### config.mk
export PLATFORM = sky130hd
export DESIGN_NAME = fpu_sequencer_flat
export DESIGN_NICKNAME = d
export VERILOG_FILES = /design/src/rtl/fpu_pkg.sv /design/src/rtl/fpu_sequencer_if.sv /design/src/rtl/fpu_watchdog.sv /design/src/rtl/fpu_sequencer.sv /design/src/flat_wrapper.sv
export SDC_FILE = /design/constraint.sdc
export NUM_CORES = 1
export LEC_CHECK = 0
export BUFFER_PORTS_ARGS = -buffer_cell sky130_fd_sc_hd__buf_2
export CAP_MARGIN = 20
export CORE_ASPECT_RATIO = 0.5
export CORE_MARGIN = 4
export CORE_UTILIZATION = 47
export DETAILED_ROUTE_END_ITERATION = 10
export PLACE_DENSITY = 0.89
export SYNTH_ARGS = -nofsm -noshare
export SYNTH_HDL_FRONTEND = slang
export SYNTH_SLANG_ARGS = --single-unit
### constraint.sdc
create_clock -name clk -period 5.04 [get_ports clk]
set_clock_uncertainty 0.2 [all_clocks]
set_input_delay 1.008 -clock clk [delete_from_list [all_inputs] [get_ports clk]]
set_output_delay 1.008 -clock clk [all_outputs]
set_load 0.02 [all_outputs]
### src/rtl/fpu_pkg.sv
// Shared FPU constants: op codes, sequencer state encoding, fflags bit positions.
// The FPU decoder imports the same package so op codes stay consistent.
package fpu_pkg;

  localparam logic [4:0] FPU_FADD  = 5'd0;
  localparam logic [4:0] FPU_FSUB  = 5'd1;
  localparam logic [4:0] FPU_FMUL  = 5'd2;
  localparam logic [4:0] FPU_FDIV  = 5'd3;
  localparam logic [4:0] FPU_UNSUP = 5'd31;

  // fcsr.fflags bit positions
  localparam int FLAG_NV = 4;
  localparam int FLAG_DZ = 3;
  localparam int FLAG_OF = 2;
  localparam int FLAG_UF = 1;
  localparam int FLAG_NX = 0;

  typedef enum logic [1:0] {
    IDLE  = 2'd0,
    ISSUE = 2'd1,
    WAIT  = 2'd2,
    WB    = 2'd3
  } state_t;

  // Only the four arithmetic ops reach the datapath; every other code is illegal.
  function automatic logic op_supported(input logic [4:0] op);
    case (op)
      FPU_FADD, FPU_FSUB, FPU_FMUL, FPU_FDIV: return 1'b1;
      default:                               return 1'b0;
    endcase
  endfunction

endpackage

### src/rtl/fpu_sequencer_if.sv
// Bundles the core request, datapath handshake and register-file writeback
// signals of the FPU sequencer. master = core/datapath side, slave = sequencer.
interface fpu_sequencer_if #(
  parameter int XLEN = 32
) ();

  // request from decoder / FP register-file read stage
  logic            fpu_en;
  logic [4:0]      fpu_op;
  logic [XLEN-1:0] rs1_val;
  logic [XLEN-1:0] rs2_val;
  logic [4:0]      rd_addr;
  logic            flush;
  // core control
  logic            stall;
  logic            busy;
  logic            illegal_instr;
  // datapath handshake
  logic            fpu_start;
  logic [4:0]      fpu_op_o;
  logic [XLEN-1:0] fpu_a;
  logic [XLEN-1:0] fpu_b;
  logic            fpu_done;
  logic [XLEN-1:0] fpu_result;
  logic [4:0]      fpu_flags;
  // writeback
  logic            frf_we;
  logic [4:0]      frf_waddr;
  logic [XLEN-1:0] frf_wdata;
  logic            fflags_we;
  logic [4:0]      fflags_o;
  logic            timeout_err;

  modport master (
    output fpu_en, fpu_op, rs1_val, rs2_val, rd_addr, flush,
    output fpu_done, fpu_result, fpu_flags,
    input  stall, busy, illegal_instr,
    input  fpu_start, fpu_op_o, fpu_a, fpu_b,
    input  frf_we, frf_waddr, frf_wdata, fflags_we, fflags_o, timeout_err
  );

  modport slave (
    input  fpu_en, fpu_op, rs1_val, rs2_val, rd_addr, flush,
    input  fpu_done, fpu_result, fpu_flags,
    output stall, busy, illegal_instr,
    output fpu_start, fpu_op_o, fpu_a, fpu_b,
    output frf_we, frf_waddr, frf_wdata, fflags_we, fflags_o, timeout_err
  );

endinterface

### src/rtl/fpu_watchdog.sv
// Cycle counter bounding how long the sequencer waits for the datapath.
// expired is high while the count sits at TIMEOUT_CYCLES-1.
module fpu_watchdog #(
  parameter int TIMEOUT_CYCLES = 64,
  parameter int CNT_W          = $clog2(TIMEOUT_CYCLES) + 1
) (
  input  logic clk,
  input  logic rst,
  input  logic clear,
  input  logic enable,
  output logic expired
);

  logic [CNT_W-1:0] count_reg;

  // count up while enabled, restart from zero on clear
  always_ff @(posedge clk or posedge rst) begin
    if (rst) begin
      count_reg <= '0;
    end else if (clear) begin
      count_reg <= '0;
    end else if (enable) begin
      count_reg <= count_reg + CNT_W'(1);
    end
  end

  assign expired = (count_reg == CNT_W'(TIMEOUT_CYCLES - 1));

endmodule

### src/rtl/fpu_sequencer.sv
// Sequences the multi-cycle FPU datapath for the single-cycle RV32F core:
// accept request, pulse start, stall until done or watchdog expiry, write back.
module fpu_sequencer
  import fpu_pkg::*;
#(
  parameter int XLEN           = 32,
  parameter int TIMEOUT_CYCLES = 64,
  parameter int CNT_W          = $clog2(TIMEOUT_CYCLES) + 1
) (
  input logic            clk,
  input logic            rst,
  fpu_sequencer_if.slave bus
);

  state_t          state_reg;
  state_t          state_next;

  logic [4:0]      op_reg;
  logic [XLEN-1:0] a_reg;
  logic [XLEN-1:0] b_reg;
  logic [4:0]      rd_reg;
  logic [XLEN-1:0] result_reg;
  logic [4:0]      flags_reg;
  logic            ok_reg;

  logic            accept;
  logic            supported;
  logic            wd_clear;
  logic            wd_enable;
  logic            wd_expired;
  logic            write_en;

  assign supported = op_supported(bus.fpu_op);
  // a flush in IDLE squashes the instruction, so it is never accepted
  assign accept    = (state_reg == IDLE) && bus.fpu_en && supported && !bus.flush;

  fpu_watchdog #(
    .TIMEOUT_CYCLES (TIMEOUT_CYCLES),
    .CNT_W          (CNT_W)
  ) u_watchdog (
    .clk     (clk),
    .rst     (rst),
    .clear   (wd_clear),
    .enable  (wd_enable),
    .expired (wd_expired)
  );

  // state register
  always_ff @(posedge clk or posedge rst) begin
    if (rst) begin
      state_reg <= IDLE;
    end else begin
      state_reg <= state_next;
    end
  end

  // request latch and result capture; operands stay stable from ISSUE through WB
  always_ff @(posedge clk or posedge rst) begin
    if (rst) begin
      op_reg     <= '0;
      a_reg      <= '0;
      b_reg      <= '0;
      rd_reg     <= '0;
      result_reg <= '0;
      flags_reg  <= '0;
      ok_reg     <= 1'b0;
    end else begin
      if (accept) begin
        op_reg <= bus.fpu_op;
        a_reg  <= bus.rs1_val;
        b_reg  <= bus.rs2_val;
        rd_reg <= bus.rd_addr;
      end
      if (state_reg == WAIT) begin
        if (bus.fpu_done) begin
          result_reg <= bus.fpu_result;
          flags_reg  <= bus.fpu_flags;
          ok_reg     <= 1'b1;
        end else begin
          ok_reg     <= 1'b0;
        end
      end
    end
  end

  // next-state and control outputs; done beats watchdog expiry, flush beats both
  always_comb begin
    state_next        = state_reg;
    wd_clear          = 1'b0;
    wd_enable         = 1'b0;
    write_en          = 1'b0;
    bus.stall         = 1'b0;
    bus.illegal_instr = 1'b0;
    bus.fpu_start     = 1'b0;
    bus.timeout_err   = 1'b0;
    case (state_reg)
      IDLE: begin
        if (accept) begin
          bus.stall  = 1'b1;
          state_next = ISSUE;
        end else if (bus.fpu_en && !supported && !bus.flush) begin
          bus.illegal_instr = 1'b1;
        end
      end
      ISSUE: begin
        bus.stall     = 1'b1;
        bus.fpu_start = 1'b1;
        wd_clear      = 1'b1;
        state_next    = bus.flush ? IDLE : WAIT;
      end
      WAIT: begin
        bus.stall = 1'b1;
        wd_enable = 1'b1;
        if (bus.flush) begin
          state_next = IDLE;
        end else if (bus.fpu_done || wd_expired) begin
          state_next = WB;
        end
      end
      WB: begin
        state_next = IDLE;
        if (!bus.flush) begin
          write_en        = ok_reg;
          bus.timeout_err = !ok_reg;
        end
      end
      default: state_next = IDLE;
    endcase
  end

  assign bus.busy      = (state_reg != IDLE);
  assign bus.fpu_op_o  = op_reg;
  assign bus.fpu_a     = a_reg;
  assign bus.fpu_b     = b_reg;
  assign bus.frf_we    = write_en;
  assign bus.fflags_we = write_en;
  assign bus.frf_waddr = write_en ? rd_reg : '0;
  assign bus.frf_wdata = write_en ? result_reg : '0;
  assign bus.fflags_o  = write_en ? flags_reg : '0;

endmodule

### src/flat_wrapper.sv
// flat-port wrapper written by rule: the top's interface ports become plain ports
module fpu_sequencer_flat import fpu_pkg::*;
#(
  parameter int XLEN           = 32,
  parameter int TIMEOUT_CYCLES = 64,
  parameter int CNT_W          = $clog2(TIMEOUT_CYCLES) + 1
)
  (clk, rst, bus_fpu_en, bus_fpu_op, bus_rs1_val, bus_rs2_val, bus_rd_addr, bus_flush, bus_fpu_done, bus_fpu_result, bus_fpu_flags, bus_stall, bus_busy, bus_illegal_instr, bus_fpu_start, bus_fpu_op_o, bus_fpu_a, bus_fpu_b, bus_frf_we, bus_frf_waddr, bus_frf_wdata, bus_fflags_we, bus_fflags_o, bus_timeout_err);
  fpu_sequencer_if #(.XLEN(XLEN)) bus_i ();
  input logic clk;
  input logic rst;
  input wire logic [$bits(bus_i.fpu_en)-1:0] bus_fpu_en;
  input wire logic [$bits(bus_i.fpu_op)-1:0] bus_fpu_op;
  input wire logic [$bits(bus_i.rs1_val)-1:0] bus_rs1_val;
  input wire logic [$bits(bus_i.rs2_val)-1:0] bus_rs2_val;
  input wire logic [$bits(bus_i.rd_addr)-1:0] bus_rd_addr;
  input wire logic [$bits(bus_i.flush)-1:0] bus_flush;
  input wire logic [$bits(bus_i.fpu_done)-1:0] bus_fpu_done;
  input wire logic [$bits(bus_i.fpu_result)-1:0] bus_fpu_result;
  input wire logic [$bits(bus_i.fpu_flags)-1:0] bus_fpu_flags;
  output wire logic [$bits(bus_i.stall)-1:0] bus_stall;
  output wire logic [$bits(bus_i.busy)-1:0] bus_busy;
  output wire logic [$bits(bus_i.illegal_instr)-1:0] bus_illegal_instr;
  output wire logic [$bits(bus_i.fpu_start)-1:0] bus_fpu_start;
  output wire logic [$bits(bus_i.fpu_op_o)-1:0] bus_fpu_op_o;
  output wire logic [$bits(bus_i.fpu_a)-1:0] bus_fpu_a;
  output wire logic [$bits(bus_i.fpu_b)-1:0] bus_fpu_b;
  output wire logic [$bits(bus_i.frf_we)-1:0] bus_frf_we;
  output wire logic [$bits(bus_i.frf_waddr)-1:0] bus_frf_waddr;
  output wire logic [$bits(bus_i.frf_wdata)-1:0] bus_frf_wdata;
  output wire logic [$bits(bus_i.fflags_we)-1:0] bus_fflags_we;
  output wire logic [$bits(bus_i.fflags_o)-1:0] bus_fflags_o;
  output wire logic [$bits(bus_i.timeout_err)-1:0] bus_timeout_err;
  assign bus_i.fpu_en = bus_fpu_en;
  assign bus_i.fpu_op = bus_fpu_op;
  assign bus_i.rs1_val = bus_rs1_val;
  assign bus_i.rs2_val = bus_rs2_val;
  assign bus_i.rd_addr = bus_rd_addr;
  assign bus_i.flush = bus_flush;
  assign bus_i.fpu_done = bus_fpu_done;
  assign bus_i.fpu_result = bus_fpu_result;
  assign bus_i.fpu_flags = bus_fpu_flags;
  assign bus_stall = bus_i.stall;
  assign bus_busy = bus_i.busy;
  assign bus_illegal_instr = bus_i.illegal_instr;
  assign bus_fpu_start = bus_i.fpu_start;
  assign bus_fpu_op_o = bus_i.fpu_op_o;
  assign bus_fpu_a = bus_i.fpu_a;
  assign bus_fpu_b = bus_i.fpu_b;
  assign bus_frf_we = bus_i.frf_we;
  assign bus_frf_waddr = bus_i.frf_waddr;
  assign bus_frf_wdata = bus_i.frf_wdata;
  assign bus_fflags_we = bus_i.fflags_we;
  assign bus_fflags_o = bus_i.fflags_o;
  assign bus_timeout_err = bus_i.timeout_err;
  fpu_sequencer #(.XLEN(XLEN), .TIMEOUT_CYCLES(TIMEOUT_CYCLES), .CNT_W(CNT_W)) u_core (.clk(clk), .rst(rst), .bus(bus_i));
endmodule
# --- Word level (Yosys, flattened, before mapping) ---
# Cells that the tools add are included.
op_classes:
  n_addsub: 1
  n_eq_ne: 9
  mux: 23
  reduce_logical: 17
ops:
  columns: ["cell", "n"]
  rows:
  - ["$mux 32", 1]
  - ["$mux 7", 2]
  - ["$mux 1", 12]
  - ["$eq 5x2->1 const B", 2]
  - ["$mux 5", 2]
  - ["$mux 2", 4]
  - ["$pmux 2 s4", 1]
  - ["$add 7x1->7 const B", 1]
  - ["$eq 7x6->1 const B", 1]
  - ["$eq 5x1->1 const B", 1]
  - ["$logic_and 1x1->1", 5]
  - ["$logic_not 5->1", 1]
  - ["$eq 2x2->1 const B", 2]
  - ["$reduce_and 2->1", 2]
  - ["$reduce_bool 2->1", 2]
  - ["$reduce_or 4->1", 1]
  - ["$logic_not 1->1", 3]
  - ["$ne 3x3->1 const B", 1]
  - ["$eq 2x1->1 const B", 1]
  - ["$logic_not 2->1", 1]
  - ["$ne 2x1->1 const B", 1]
  - ["$pmux 1 s2", 1]
  - ["$reduce_or 2->1", 1]
  - ["$logic_or 1x1->1", 1]
word_totals:
  reg_bits: 121
  output_inout_bits: 118
  elab_cells: 59

# --- Depth between registers and ports, before layout ---
depth:
  ltp_word: 9
  mapped_depth: 8

# --- Modules after synthesis ---
# From an unflattened synthesis, not the netlist that was laid out.
hier_totals:
  cells_unflattened: 345
  hier_area_um2: 5028.6
modules_own_cells:
  columns: ["module", "instances", "cells_per_inst", "area_per_inst_um2", "seq_area_each_um2"]
  rows:
  - ["fpu_sequencer", 1, 314, 4700.8, 2852.7]
  - ["fpu_watchdog", 1, 31, 327.8, 175.2]

# --- Worst setup path before layout ---
# OpenSTA, ideal clock, no wires.
synth_path:
  path_type: "input to output"
  start: "input bus_flush"
  end: "output bus_frf_waddr[0]"
  arrival_time_ns: 2.098
  path_slack_ns: 1.734
  path_stages: 3
  path_cell_list: "nor3b_1 clkbuf_1 and2_1"
synth_via:
  elab_chain_cells: 3
synth_rtl:
  columns: ["element", "line_no", "rtl"]
  rows:
  - ["from (decl)", "flat_wrapper.sv:17", "input wire logic [$bits(bus_i.flush)-1:0] bus_flush;"]
  - ["$mux 1", "fpu_sequencer.sv:122", "if (!bus.flush) begin"]
  - ["$mux 1", "fpu_sequencer.sv:96", "case (state_reg)"]
  - ["net bus_fflags_we", "flat_wrapper.sv:31", "output wire logic [$bits(bus_i.fflags_we)-1:0] bus_fflags_we;"]
  - ["$mux 5", "fpu_sequencer.sv:137", "assign bus.frf_waddr = write_en ? rd_reg : '0;"]
  - ["to (decl)", "flat_wrapper.sv:29", "output wire logic [$bits(bus_i.frf_waddr)-1:0] bus_frf_waddr;"]
# The timed path passes the listed nets, and every way through them passes these cells.

# --- Worst setup path in the final report ---
layout_path:
  start: "input bus_flush"
  end: "output bus_frf_wdata[19]"
layout_via:
  elab_chain_cells: 3
layout_rtl:
  columns: ["element", "line_no", "rtl"]
  rows:
  - ["$mux 1", "fpu_sequencer.sv:122", null]
  - ["$mux 1", "fpu_sequencer.sv:96", null]
  - ["$mux 32", "fpu_sequencer.sv:138", "assign bus.frf_wdata = write_en ? result_reg : '0;"]
  - ["to (decl)", "flat_wrapper.sv:30", "output wire logic [$bits(bus_i.frf_wdata)-1:0] bus_frf_wdata;"]
# Every way passes these cells.

==> qor.tcl <==
set qor(cap_viol_max_count) 0
set qor(io_buffer_count) 233
set qor(antenna_found_initial) 0
set qor(slew_viol_final) 0
set qor(io-pin-count) 234
set qor(post-synth-top-count-cell) {sky130_fd_sc_hd__dfrtp_1}
set qor(ff2ff_setup_slack_ps) 2240
set qor(timing.hold.worst_endpoint) {u_core.bus.fpu_op_o[4]}
set qor(worstRegToRegCells) 7
set qor(rr_startpoint) {u_core.state_reg[0]}
set qor(slew_hr) 0.392
set qor(final.period_utilization) 0.638
set qor(hold_viol_final) 0
set qor(worstPathCellList) {buf_2 -> nor3b_2 -> buf_4 -> and2_1 -> buf_2}
set qor(detail_route.iter0.violations) 182
set qor(met1_use_gr) 0.218
set qor(post-layout-total-power_mw) 4.34
set qor(power_leakage_nw) 3.71
set qor(finalWirelength_um) 12200
set qor(use_met3) 0.0436
set qor(routedWlPerCell_um) 16.4
set qor(maxClockFrequency_ghz) 0.311
set qor(synthFlopType) {sky130_fd_sc_hd__dfrtp_1}
set qor(n_antenna_cell) 0
set qor(required_time_of_the_critical_path_ps) 3830
set qor(critical_path_buf_inv_count) 3
set qor(post_synth_instance_area_um2) 5030
set qor(proportion_of_layout_cells_with_a_drive_suffix_above_1) 0.636
set qor(detail_route.drc_violations) 0
set qor(overall_via_count_from_detail_route) 3553
set qor(slowest_cell_on_the_critical_path) {sky130_fd_sc_hd__buf_4}
set qor(cts.sink_count) 121
set qor(cts-resized-gates) 0
set qor(placementRows) 26
set qor(yosysSeqAreaShare) 0.601
set qor(die_h_um) 81.2
set qor(run_status) {completed}
set qor(finalSetupViolations) 0
set qor(synthDominantAreaCellType) {sky130_fd_sc_hd__dfrtp_1}
set qor(worst_hold_path.num_cells) 1
set qor(number_of_detailed_routing_iterations_run_before_antenna_repair) 4
set qor(arrival_ps) 2010
set qor(synthesis.area_per_instance_um2) 14.3
set qor(dieArea_um2) 12500
set qor(grt_first_pass_wirelength_um) 19100
set qor(cpMostUsedCell) {sky130_fd_sc_hd__buf_2}
set qor(clock_tree.buffer_depth) 2
set qor(crit_path_max_incr_delay_ps) 330
set qor(clkLatencyLatePin_ps) 390
set qor(overflow) 0
set qor(cts.reportedPaths.clkPinSlew_ps) 50
set qor(ant_nets) 0
set qor(htree_levels) 4
set qor(synth_async_sr_flop_share) 1.00
set qor(total_power_divided_by_cell_area_nw_per_um2) 624
set qor(tightestPinTransition_ps) 911
set qor(post_cts.repair.setup_buffers) 0
set qor(synth_top_area_frac) 0.601
set qor(synth.cells.most_frequent) {sky130_fd_sc_hd__dfrtp_1, sky130_fd_sc_hd__mux2_2, sky130_fd_sc_hd__and2_1, sky130_fd_sc_hd__inv_1, sky130_fd_sc_hd__nor2_1}
set qor(timing.critical_path.max_delay_family) {buffers and inverters}
set qor(cts_hold_buf) 0
set qor(cts_made_buffers) 17
set qor(grt_overall_usage) 0.195
set qor(setup.worst_path.start_class) {input pin}
set qor(grt.met2_usage) 0.376
set qor(syn_inst) 353
set qor(core_area_um2) 10300
set qor(critical_path.max_fanout) 44
set qor(nets) 713
set qor(horizontal_die_dimension_um) 154
set qor(synth.ff_latch_count) 121
set qor(holdCritPathClass) {reg2reg}
set qor(clock_tree.root_cell) {sky130_fd_sc_hd__clkbuf_16}
set qor(yosysWarnings) 0
set qor(irDropWorstVdd_uv) 331
set qor(gp_congestion) 0.848
set qor(grt_busiest_layer) {met2}
set qor(initial_utilization) 0.488
set qor(grt_start_max_net_pins) 76
set qor(unrepaired_setup_endpoints_after_global_routing) {false}
set qor(place.detailed.hpwl_um) 8800
set qor(finalSetupTns_ps) 0
set qor(cp_num_cells) 5
set qor(critPathKind) {in2out}
set qor(routed_via_density) 4.78
set qor(syn_to_final_growth_pct) 38.2
set qor(worst_hold_startpoint) {u_core.bus.fpu_op_o[4]}
set qor(netlist_top_cells_area) {sky130_fd_sc_hd__dfrtp_1, sky130_fd_sc_hd__mux2_2, sky130_fd_sc_hd__and2_1}
set qor(first_global_vias) 3827
set qor(endpoint_kind) {output port}
set qor(fin_crit_ps) 3220
set qor(tritoncts_clock_tree) {built}
set qor(synthesis.nets) 475
set qor(ys_types) 25
set qor(synth_edf_count) 0
set qor(timing.rr.end) {u_core.state_reg[0]}
set qor(fin_worst_hold_slack_ps) 291
## report_power, final
part | total [mW] | switching (mW) | internal (mW)
clock network | 1.29 | 0.427 | 0.864
logic | 1.41 | 0.770 | 0.637
registers | 1.65 | 0.228 | 1.42
total | 4.34 | 1.43 | 2.92
## metrics by stage
step | std cells | setup WS [ps] | util | cell area (um2)
2_1_floorplan | 353 | 618 | - | 5030
3_3_place_gp | 712 | 1850 | 0.613 | 6320
3_5_place_dp | 712 | 1780 | 0.613 | 6320
4_1_cts | 744 | 1800 | 0.675 | 6960
5_1_grt | 744 | 1730 | 0.675 | 6960
6_report | 744 | 1820 | 0.675 | 6960
## worst max path at each step
| stage | end | slack, ps | start |
|---|---|---|---|
| 2_1_floorplan | u_core.bus.fpu_a[0] | 620 | rst |
| 3_3_place_gp | bus_frf_wdata[4] | 1850 | bus_flush |
| 3_5_place_dp | u_core.state_reg[0] | 1780 | bus_flush |
| 4_1_cts | bus_frf_waddr[4] | 1800 | bus_flush |
| 5_1_grt | bus_fflags_o[2] | 1730 | bus_flush |
| 6_report | bus_frf_wdata[19] | 1820 | bus_flush |
## per-layer routing
metal,vias to the layer above,share of wire,wire length [um]
met1,1775,0.37,4530
met2,74,0.58,7030
met4,0,0.011,131
met3,12,0.043,521
met5,-,0,0
li1,1692,-,-
## final cells by class
type	count	area, um2
clock inverters	12	171
inverters	10	40.0
repair buffers	238	1200
fillers	756	3350
multi-input cells	203	1870
flip-flops and latches	121	3030
well taps	140	175
clock buffers	20	467
## layout by cell type (no fill, tap or decap), drive strengths merged, types with 5 or more instances in the layout
cell type / instances
clkinv: 5
inv: 10
clkbuf: 20
buf: 238
mux2: 111
dfrtp: 121
and2: 42
ha: 6
nor2: 8
## kinds of logic (layout without fill, tap and decap cells)
family	Yosys count	in the layout	share of synthesized area
muxes	113	113	0.252
DFF	121	121	0.601
AOI/OAI and AO/OA	12	12	0.0147
and+or+nand+nor	72	72	0.0892
buffers and inverters	29	280	0.0276
adders and majority gates	6	6	0.0149
Note: power is estimated with default switching activity, not from simulation.
